[config.mk]
export PLATFORM = sky130hd
export DESIGN_NAME = mem_access_unit
export DESIGN_NICKNAME = d
export VERILOG_FILES = /design/src/rtl/mem_access_unit.sv
export SDC_FILE = /design/constraint.sdc
export NUM_CORES = 1
export LEC_CHECK = 0
export ABC_AREA = 1
export CAP_MARGIN = 30
export CORE_AREA = 2 2 120 122
export DETAILED_ROUTE_END_ITERATION = 16
export DIE_AREA = 0 0 122 124
export PLACE_DENSITY = 0.81
export SLEW_MARGIN = 20
export SYNTH_ARGS = -nofsm -noshare
export SYNTH_HDL_FRONTEND = slang
export SYNTH_SLANG_ARGS = --single-unit
[constraint.sdc]
create_clock -name clk -period 1.6 [get_ports clk]
set_clock_uncertainty 0.05 [all_clocks]
set_input_delay 0.24 -clock clk [delete_from_list [all_inputs] [get_ports clk]]
set_output_delay 0.24 -clock clk [all_outputs]
set_load 0.03 [all_outputs]
[src/rtl/mem_access_unit.sv]
// -----------------------------------------------------------------------------
// mem_access_unit
//
// MEM-stage load/store front end that sits between the EX/MEM pipeline
// register and a word-only data memory (dm).
//   - Loads (lb/lbu/lh/lhu/lw) pick the addressed lane out of the dm word,
//     sign- or zero-extend it and register it for MEM/WB.
//   - Word stores go straight to dm in the same cycle.
//   - Byte/half stores become a read-modify-write, because dm only writes
//     whole words. The sequence is IDLE -> MERGE -> WRITE, and stall holds
//     the upstream pipeline while the new word is being built.
//
// Optional feature macro: MISALIGN_TRAP_EN
//   When it is defined, a misaligned half or word access is blocked and
//   raises a one-cycle misalign pulse. When it is undefined, misalign is
//   tied 0, a half ignores addr[0] and a word ignores addr[1:0].
//
// Parameters
//   ADDR_W       address width; the dm word index is dm_addr[11:2]
//   BIG_ENDIAN   0: byte lane k is bits[8k+7:8k]; 1: lane order mirrored
//
// Ports
//   clk          in   rising-edge clock
//   rst          in   asynchronous reset, active-low
//   req_valid    in   EX/MEM holds a valid memory op
//   mem_rd       in   load
//   mem_wr       in   store (wins over mem_rd)
//   mem_size     in   00 byte, 01 half, 1x word
//   mem_unsigned in   zero-extend the load result
//   addr         in   byte address
//   wdata        in   store data, right-justified
//   dm_dout      in   dm combinational read data
//   dm_addr      out  dm address
//   dm_din       out  dm write data
//   dm_we        out  dm write enable
//   stall        out  upstream must hold EX/MEM
//   rdata        out  registered, extended load result
//   rdata_valid  out  one-cycle pulse: rdata is new
//   misalign     out  registered misalignment pulse
// -----------------------------------------------------------------------------
module mem_access_unit #(
    parameter int ADDR_W     = 32,
    parameter bit BIG_ENDIAN = 1'b0
) (
    input  logic              clk,
    input  logic              rst,
    input  logic              req_valid,
    input  logic              mem_rd,
    input  logic              mem_wr,
    input  logic [1:0]        mem_size,
    input  logic              mem_unsigned,
    input  logic [ADDR_W-1:0] addr,
    input  logic [31:0]       wdata,
    input  logic [31:0]       dm_dout,
    output logic [ADDR_W-1:0] dm_addr,
    output logic [31:0]       dm_din,
    output logic              dm_we,
    output logic              stall,
    output logic [31:0]       rdata,
    output logic              rdata_valid,
    output logic              misalign
);

    localparam logic [1:0] S_IDLE  = 2'd0;
    localparam logic [1:0] S_MERGE = 2'd1;
    localparam logic [1:0] S_WRITE = 2'd2;

    logic [1:0]        r_state;
    logic [1:0]        w_nextState;
    logic [31:0]       r_mergeQ;
    logic [ADDR_W-1:0] r_addrQ;
    logic [31:0]       r_rdata;
    logic              r_rdataValid;

    logic        w_isStore;
    logic        w_isLoad;
    logic        w_isByte;
    logic        w_isHalf;
    logic        w_isWord;
    logic        w_misaligned;
    logic [1:0]  w_laneIdx;
    logic        w_halfIdx;
    logic [7:0]  w_byte;
    logic [15:0] w_half;
    logic [31:0] w_loadData;
    logic [31:0] w_mergeWord;

    // A store wins over a load when both are requested.
    assign w_isStore = req_valid & mem_wr;
    assign w_isLoad  = req_valid & mem_rd & ~mem_wr;
    assign w_isByte  = (mem_size == 2'b00);
    assign w_isHalf  = (mem_size == 2'b01);
    assign w_isWord  = mem_size[1];

`ifdef MISALIGN_TRAP_EN
    assign w_misaligned = (w_isHalf & addr[0]) | (w_isWord & (addr[1:0] != 2'b00));
`else
    assign w_misaligned = 1'b0;
`endif

    // Big-endian mirrors the lane order, so lane k becomes lane 3-k.
    assign w_laneIdx = BIG_ENDIAN ? ~addr[1:0] : addr[1:0];
    assign w_halfIdx = BIG_ENDIAN ? ~addr[1]   : addr[1];

    // Extract and extend the addressed lane of the dm word for loads.
    always_comb begin
        w_byte = dm_dout[7:0];
        case (w_laneIdx)
            2'd0:    w_byte = dm_dout[7:0];
            2'd1:    w_byte = dm_dout[15:8];
            2'd2:    w_byte = dm_dout[23:16];
            default: w_byte = dm_dout[31:24];
        endcase
        w_half = w_halfIdx ? dm_dout[31:16] : dm_dout[15:0];
        if (w_isByte) begin
            w_loadData = {{24{w_byte[7] & ~mem_unsigned}}, w_byte};
        end else if (w_isHalf) begin
            w_loadData = {{16{w_half[15] & ~mem_unsigned}}, w_half};
        end else begin
            w_loadData = dm_dout;
        end
    end

    // Build the RMW word: the old dm word with the target lane(s) replaced.
    always_comb begin
        w_mergeWord = dm_dout;
        if (w_isByte) begin
            case (w_laneIdx)
                2'd0:    w_mergeWord[7:0]   = wdata[7:0];
                2'd1:    w_mergeWord[15:8]  = wdata[7:0];
                2'd2:    w_mergeWord[23:16] = wdata[7:0];
                default: w_mergeWord[31:24] = wdata[7:0];
            endcase
        end else if (w_isHalf) begin
            if (w_halfIdx) begin
                w_mergeWord[31:16] = wdata[15:0];
            end else begin
                w_mergeWord[15:0] = wdata[15:0];
            end
        end
    end

    // dm control, stall and next state. While rst is low the write enable
    // and the stall are forced low so a reset mid-RMW never leaks a write.
    always_comb begin
        w_nextState = r_state;
        dm_addr     = addr;
        dm_din      = wdata;
        dm_we       = 1'b0;
        stall       = 1'b0;
        case (r_state)
            S_IDLE: begin
                if (w_isStore && !w_misaligned) begin
                    if (w_isWord) begin
                        dm_we = 1'b1;
                    end else begin
                        stall       = 1'b1;
                        w_nextState = S_MERGE;
                    end
                end
            end
            S_MERGE: begin
                stall       = 1'b1;
                w_nextState = S_WRITE;
            end
            S_WRITE: begin
                // The held request is consumed here and is not re-issued.
                dm_addr     = r_addrQ;
                dm_din      = r_mergeQ;
                dm_we       = 1'b1;
                w_nextState = S_IDLE;
            end
            default: begin
                w_nextState = S_IDLE;
            end
        endcase
        if (!rst) begin
            dm_we = 1'b0;
            stall = 1'b0;
        end
    end

    // State, merge buffer and the registered load result.
    always_ff @(posedge clk or negedge rst) begin
        if (!rst) begin
            r_state      <= S_IDLE;
            r_mergeQ     <= 32'd0;
            r_addrQ      <= '0;
            r_rdata      <= 32'd0;
            r_rdataValid <= 1'b0;
        end else begin
            r_state      <= w_nextState;
            r_rdataValid <= 1'b0;
            if (r_state == S_IDLE && w_isLoad && !w_misaligned) begin
                r_rdata      <= w_loadData;
                r_rdataValid <= 1'b1;
            end
            if (r_state == S_MERGE) begin
                r_mergeQ <= w_mergeWord;
                r_addrQ  <= {addr[ADDR_W-1:2], 2'b00};
            end
        end
    end

`ifdef MISALIGN_TRAP_EN
    logic r_misalign;

    // One-cycle pulse for a blocked misaligned access seen in IDLE.
    always_ff @(posedge clk or negedge rst) begin
        if (!rst) begin
            r_misalign <= 1'b0;
        end else begin
            r_misalign <= (r_state == S_IDLE) && req_valid && (mem_rd || mem_wr) && w_misaligned;
        end
    end

    assign misalign = r_misalign;
`else
    assign misalign = 1'b0;
`endif

    assign rdata       = r_rdata;
    assign rdata_valid = r_rdataValid;

endmodule

# Word-level counts from Yosys, hierarchy flattened
# Index checks and enable logic that the tools add are counted.
[word_totals]
reg_bits = 97
inputBits = 104
output_inout_bits = 100
[op_classes]
eq_ne = 7
n_mux = 26
bitwise = 7
n_reduce_logical = 6
[ops]
columns = ["operator", "n"]
rows = [
  ["$mux 32", 6],
  ["$mux 16", 3],
  ["$mux 8", 4],
  ["$pmux 8 s3", 1],
  ["$mux 1", 7],
  ["$eq 2x1->1 const B", 3],
  ["$logic_not 2->1", 3],
  ["$and 1x1->1", 5],
  ["$eq 2x2->1 const B", 2],
  ["$mux 2", 2],
  ["$ne 2x2->1 const B", 2],
  ["$pmux 1 s2", 2],
  ["$pmux 2 s2", 1],
  ["$reduce_or 3->1", 1],
  ["$not 1->1", 2],
  ["$reduce_and 2->1", 1],
  ["$logic_and 1x1->1", 1],
]

# Longest topological paths before layout
# Gate-level depths: netlist of run 1.
[depth]
ltp_word = 4
mapped_depth = 10
depth_no_buf = 9

# Worst setup path before layout of run 1
# No wires, ideal clock.
[synth_path]
path_kind = "register to output"
start = "register r_state[1]"
end = "output port dm_addr[10]"
t_arrival_ns = 1.505
required_ns = 1.310
path_slack_ns = -0.195
stages_incl_launch_ff = 6
path_buffers = 2
path_cell_list = "dfrtp_1 > inv_1 > nor2_1 > clkbuf_1 > clkbuf_1 > o21ai_0"
[synth_via]
elab_chain_len = 2
[synth_rtl]
columns = ["item", "line_no", "rtl"]
rows = [
  ["from (decl)", "68", "logic [1:0] r_state;"],
  ["from (signal assigned)", "192", "r_state <= w_nextState;"],
  ["$eq 2x2->1", "151", "case (r_state)"],
  ["$mux 32", "151", ""],
  ["to (decl)", "55", "output logic [ADDR_W-1:0] dm_addr,"],
]
# Every way passes these cells.

# Worst setup path after layout of run 1
[layout_path]
start = "register r_state[0]"
end = "output port dm_addr[22]"
# Same word-level chain as after synthesis.

==> impl_metrics.tcl, run 1 <==
set metrics [dict create \
    syn-num-nets 1141 \
    status "finished, violations left" \
    drc 0 \
    cpMostUsedCell "buf_12" \
    cts_tree "built" \
    fin_cells 1462 \
    drt-total-wl_um 24970 \
    worstSkewPairLatency_ns 0.36 \
    hold_path_depth 3 \
    grt_use_total 0.3227 \
    holdWs_ns 0.4165 \
    wl_met2_um 11750 \
    cp.arrival_ns 1.64 \
    switching_share 0.3711 \
    pwr-share-clk 0.260 \
    start_kind "flip-flop" \
    min_period_ns 1.935 \
    dr.pass1.iters 5 \
    start_util 0.4713 \
    rsz0062_at_grt "true" \
    slowest_delay_ns 0.41 \
    vias 7741 \
    numClockSinks 97 \
    highest_layer "met4" \
    fp-row-count 43 \
    antenna_cells 0 \
    seqPwrFrac 0.376 \
    cts_max_level 3 \
    grt_pass1_vias 7040 \
    dr_wl_met3_um 2006 \
    p_leak_nw 5.588 \
    drive_gt1_frac 0.2176 \
    synth_cells 1037 \
    ios 204 \
    num-nets-final 1381 \
    yosysWarnings 0 \
    peakVddDrop_mv 0.7170 \
    drtIter0Drc 803 \
    maxSlewHeadroom 0.6543 \
    yosysUniqueCellTypes 24 \
    setup.worst_path.end_class "output port" \
    fp.dieH_um 124 \
    internal-power_mw 5.568 \
    grt_remaining_overflow 0 \
    finalCritPeriodShare 1.209 \
    final_max_slew_viol_count 0 \
    finalWorstSetupSlack_ns -0.3348 \
    crit_fanout 7 \
    synth_seq_cells 97 \
    path_cells "nor2_4, buf_12, buf_12, buf_16, nand2_4, o21ai_2, buf_6" \
    antenna_found_initial 0 \
    met1_length_um 10430 \
    grt_max_degree 101 \
    violations "setup timing" \
    numPortBuffers 202 \
    hold_viol 0 \
    switching_power_mw 3.286 \
    ys_seq_area_frac 0.3754 \
    fmaxAchievable_mhz 516.8 \
    required_ns 1.31 \
    final_antenna_net_count 0 \
    slowest_stage "dfrtp_1" \
    place_area_mm2 0.009218 \
    coreArea_mm2 0.01372 \
    min_path_type "input port to flip-flop" \
    clk_pin_slew_ns 0.08 \
    reg2reg_depth 11 \
    cts_made_buffers 9 \
    worstMarginPinSlew_ns 0.5185 \
    combPwrFrac 0.364 \
    p_per_area_mw_per_mm2 867.9 \
    hold_end "r_addrQ[18]" \
    final_area_mm2 0.01020 \
    gp_congestion 0.9961 \
    fill_cells 1031 \
    setup_violations 66 \
    fin_total_pwr_mw 8.854 \
    wl_per_cell_um 17.08 \
    viasPerCell 5.295 \
    root_buffer "clkbuf_16" \
    area_growth_syn_to_layout_pct 57.76 \
    dieArea_mm2 0.01513 \
    worstSetupPathType "flip-flop to output port" \
    syn_avg_cell_area_um2 6.235 \
    place_inst 1431 \
    cts_buffer_depth 2 \
    maxCapViolations 0 \
    rr_startpoint "r_state[0]" \
    reg2reg_to "rdata[12]" \
    dp_hpwl_um 16620 \
    rrSetupSlack_ns 0.05 \
    grt_pass1_wl_um 37590 \
    syn_area_mm2 0.006466 \
    min_from "addr[18]" \
    fp.dieW_um 122 \
]
-- through the flow --
stage	setup TNS [ns]	utilization	setup WS (ns)
6_report	-18.29	0.7435	-0.3348
4_1_cts	-17.11	0.7278	-0.3045
5_1_grt	-21.71	0.7435	-0.3666
3_5_place_dp	-17.20	0.6719	-0.3517
3_3_place_gp	-14.56	0.6719	-0.2735
2_1_floorplan	-1.341	-	-0.04377
-- flip-flops by register name (all words and copies together) (netlist names) --
signal / count
r_addrQ: 30
r_mergeQ: 32
r_state: 2
rdata: 32
rdata_valid: 1
-- cell type report --
cell class,count,area (um^2),area share
clock buffers,9,225.2,0.02208
clock inverters,7,86.33,0.008463
inverters,126,481.7,0.04722
multi-input cells,751,3608,0.3537
flip-flops and latches,97,2427,0.2380
well taps,180,225.2,0.02208
repair buffers,292,3147,0.3085
-- layout by cell type, fill, tap and decap left out, types with 2 or more instances in the layout --
cell type,n
a31oi_1,8
dfrtp_1,97
o21ai_2,29
o21ai_1,13
nor2_4,7
clkdlybuf4s50_1,99
dlygate4sd2_1,34
a21oi_1,7
buf_16,7
o211ai_1,25
inv_2,10
inv_4,3
buf_6,33
nand3_4,2
nand2_4,5
inv_6,2
nand2_1,497
buf_12,27
o21ai_0,48
o21ai_4,8
buf_4,85
nand2_2,28
o211ai_2,8
nand3_2,2
nand3_1,48
inv_1,112
buf_8,2
dlymetal6s2s_1,2
inv_8,2
clkbuf_16,11
nor2_2,3
nor2_1,10
-- worst max-delay path, delay by kind of cell (launching register included) --
family / cells / cell delay, ns
AO/OA/AOI/OAI: 1 / 0.09
flip-flops: 1 / 0.41
buffers and inverters: 4 / 0.57
AND/OR/NAND/NOR: 2 / 0.21
-- worst max-delay path by stage --
| stage | startpoint | endpoint | slack [ns] | depth (start not counted) |
|---|---|---|---|---|
| global placement | addr[0] | r_mergeQ[17] | -0.27 | 9 |
| global route | r_state[0] | dm_addr[7] | -0.37 | 6 |
| CTS | r_state[0] | dm_addr[10] | -0.30 | 7 |
| detailed placement | mem_size[1] | rdata[25] | -0.35 | 9 |
| finish | r_state[0] | dm_addr[22] | -0.33 | 7 |
| floorplan | r_state[0] | dm_addr[25] | -0.04 | 5 |
-- per-layer routing --
layer / track usage / vias to the layer above
met5: 0 / -
met4: 0.1049 / 0
met3: 0.06548 / 64
met2: 0.5150 / 383
met1: 0.4415 / 3611
li1: - / 3683
-- synthesized netlist by cell type, drive strengths merged --
master	n	area share
a21oi	8	0.0062
a31oi	8	0.0077
buf	43	0.038
clkbuf	20	0.012
clkinv	1	0.00058
conb	1	0.00058
dfrtp	97	0.38
inv	125	0.073
nand2	530	0.31
nand3	52	0.043
nand4	1	0.00097
nor2	20	0.015
o211ai	33	0.045
o21ai	98	0.076
-- power by group through the flow --
stage / Combinational [mW] / Clock, mW / Sequential (mW)
final: 3.23 / 2.30 / 3.33
after global placement: 3.03 / 0 / 3.29
after detailed placement: 3.08 / 0 / 3.30
after global routing: 3.49 / 2.44 / 3.38
after CTS: 3.14 / 2.31 / 3.26
after floorplan: 1.34 / 0 / 3.57
-- logic make-up after synthesis --
group	count (synthesis)	synth area share
flip-flops	97	0.3754
other	1	0.0005799
AO/OA/AOI/OAI	147	0.1343
buffers and inverters	189	0.1231
AND/OR/NAND/NOR	603	0.3667
-- timing repair --
item	4_1_cts	5_1_grt
endpoints found under the hold margin	61	0
hold buffers	1	0
setup buffers	8	3
gates resized for setup	109	60
cloned	5	2
pin swaps	6	2
endpoints found under the setup margin	100	109
(Power assumes the default switching activity.)
==> run 2, diff against run 1 <==
CORE_AREA = 2 2 131 133   (was 2 2 120 122)
DIE_AREA = 0 0 133 135   (was 0 0 122 124)
PLACE_DENSITY = 0.69   (was 0.81)
==> impl_metrics.tcl, run 2 (synthesized netlist as in run 1, its figures left out) <==
set metrics [dict create \
    cp.arrival_ns 1.57 \
    place_area_mm2 0.009243 \
    place_inst 1471 \
    final_area_mm2 0.009937 \
    num-nets-final 1376 \
    grt_pass1_vias 6673 \
    start_util 0.3941 \
    antenna_cells 0 \
    reg2reg_to "r_addrQ[30]" \
    rr_startpoint "r_state[0]" \
    finalWorstSetupSlack_ns -0.2626 \
    fill_cells 1535 \
    fp.dieH_um 135 \
    hold_viol 0 \
    maxCapViolations 0 \
    grt_max_degree 101 \
    crit_fanout 2 \
    final_max_slew_viol_count 0 \
    min_period_ns 1.863 \
    final_common_cell "nand2_1" \
    finalCritPeriodShare 1.164 \
    viasPerCell 4.901 \
    fin_total_pwr_mw 8.690 \
    dr.pass1.iters 5 \
    start_kind "flip-flop" \
    drive_gt1_frac 0.1864 \
    antenna_found_initial 0 \
    drtIter0Drc 669 \
    grt_use_total 0.2571 \
    setup_violations 66 \
    drc 0 \
    wl_per_cell_um 15.53 \
    final_antenna_net_count 0 \
    utilization 0.6057 \
    reg2reg_depth 5 \
    area_growth_syn_to_layout_pct 53.68 \
    root_buffer "clkbuf_16" \
    worstMarginPinSlew_ns 0.5386 \
    grt_pass1_wl_um 36340 \
    grt_remaining_overflow 0 \
    p_per_area_mw_per_mm2 874.5 \
    min_path_type "input port to flip-flop" \
    maxSlewHeadroom 0.6410 \
    numPortBuffers 202 \
    coreArea_mm2 0.01641 \
    fp-row-count 47 \
    cts_made_buffers 9 \
    fin_cells 1497 \
    setup.worst_path.end_class "output port" \
    worstSetupPathType "flip-flop to output port" \
    ios 204 \
    clk_pin_slew_ns 0.08 \
    violations "setup timing" \
    cts_buffer_depth 2 \
    hold_end "r_addrQ[16]" \
    numClockSinks 97 \
    peakVddDrop_mv 0.5530 \
    cts_max_level 3 \
    status "finished, violations left" \
    min_from "addr[16]" \
    vias 7337 \
    dieArea_mm2 0.01796 \
    rsz0062_at_grt "true" \
    fmaxAchievable_mhz 536.9 \
    final_cell_mix "nand2_1 (523), inv_1 (112), clkdlybuf4s50_1 (99)" \
    gp_congestion 0.9629 \
    dp_hpwl_um 17100 \
    fp.dieW_um 133 \
    required_ns 1.31 \
    p_leak_nw 5.449 \
    hold_path_depth 3 \
    worstSkewPairLatency_ns 0.35 \
    cts_tree "built" \
    drt-total-wl_um 23250 \
    holdWs_ns 0.4137 \
    rrSetupSlack_ns 0.10 \
]
[run 2: changes by cell type in the layout (fill, tap and decap cells not counted), moves of 7 or more]
cell | previous run | this run
buf_4 | 85 | 93
buf_6 | 33 | 23
nand2_1 | 497 | 523
nand2_2 | 28 | 6
o21ai_1 | 13 | 24
o21ai_4 | 8 | 1
[run 2: worst max-delay path by stage]
stage / depth (start not counted) / slack, ns / startpoint / endpoint
4_1_cts: 6 / -0.27 / r_state[0] / dm_din[21]
3_3_place_gp: 9 / -0.28 / mem_size[1] / rdata[15]
2_1_floorplan: 5 / -0.04 / r_state[0] / dm_addr[25]
5_1_grt: 8 / -0.33 / r_state[0] / dm_we
3_5_place_dp: 9 / -0.30 / mem_size[1] / rdata[16]
6_report: 8 / -0.26 / r_state[0] / dm_we
[run 2: stage by stage]
step                TNS [ns]  setup slack [ns]
floorplan             -1.341          -0.04377
global placement      -15.41           -0.2847
detailed placement    -16.21           -0.3027
CTS                   -14.80           -0.2656
global route          -18.25           -0.3298
finish                -14.81           -0.2626
[run 2: metal layers]
layer  GRT usage  routed length, um
met5           0                  0
met4     0.08722                612
met3     0.03941               1688
met2      0.3995              10330
met1      0.3669              10620
[run 2: what timing repair did]
item                       CTS  global route
buffers inserted             2             3
hold buffers                 1             0
pin swaps                    2             6
setup endpoints to repair   99            89
resized for setup           84            24
cloned                       3             1
hold endpoints to repair     9             0
[run 2: power by group]
| part | leakage (nW) | switching (mW) | total [mW] | internal [mW] |
|---|---|---|---|---|
| logic | 4.10 | 1.80 | 3.09 | 1.29 |
| clock network | 0.146 | 1.09 | 2.34 | 1.25 |
| registers | 1.21 | 0.287 | 3.26 | 2.98 |
| total | 5.45 | 3.18 | 8.69 | 5.51 |
[run 2: cell type report]
cell class                 instances  area (um^2)  area share
clock inverter                     7        85.08    0.008562
tap                              220        275.3     0.02770
sequential                        97         2427      0.2443
clock buffer                       9        225.2     0.02266
inverter                         126        480.5     0.04835
multi-input combinational        751         3426      0.3447
timing repair buffer             287         3018      0.3037
[run 2: critical path, cell delays in order, from the launching register on]
cell and delay [ns]:
dfrtp_1 0.41, buf_4 0.14, buf_6 0.11, inv_4 0.05, nand2_4 0.06, inv_2 0.06
nand4_1 0.08, a21oi_1 0.14, buf_4 0.17
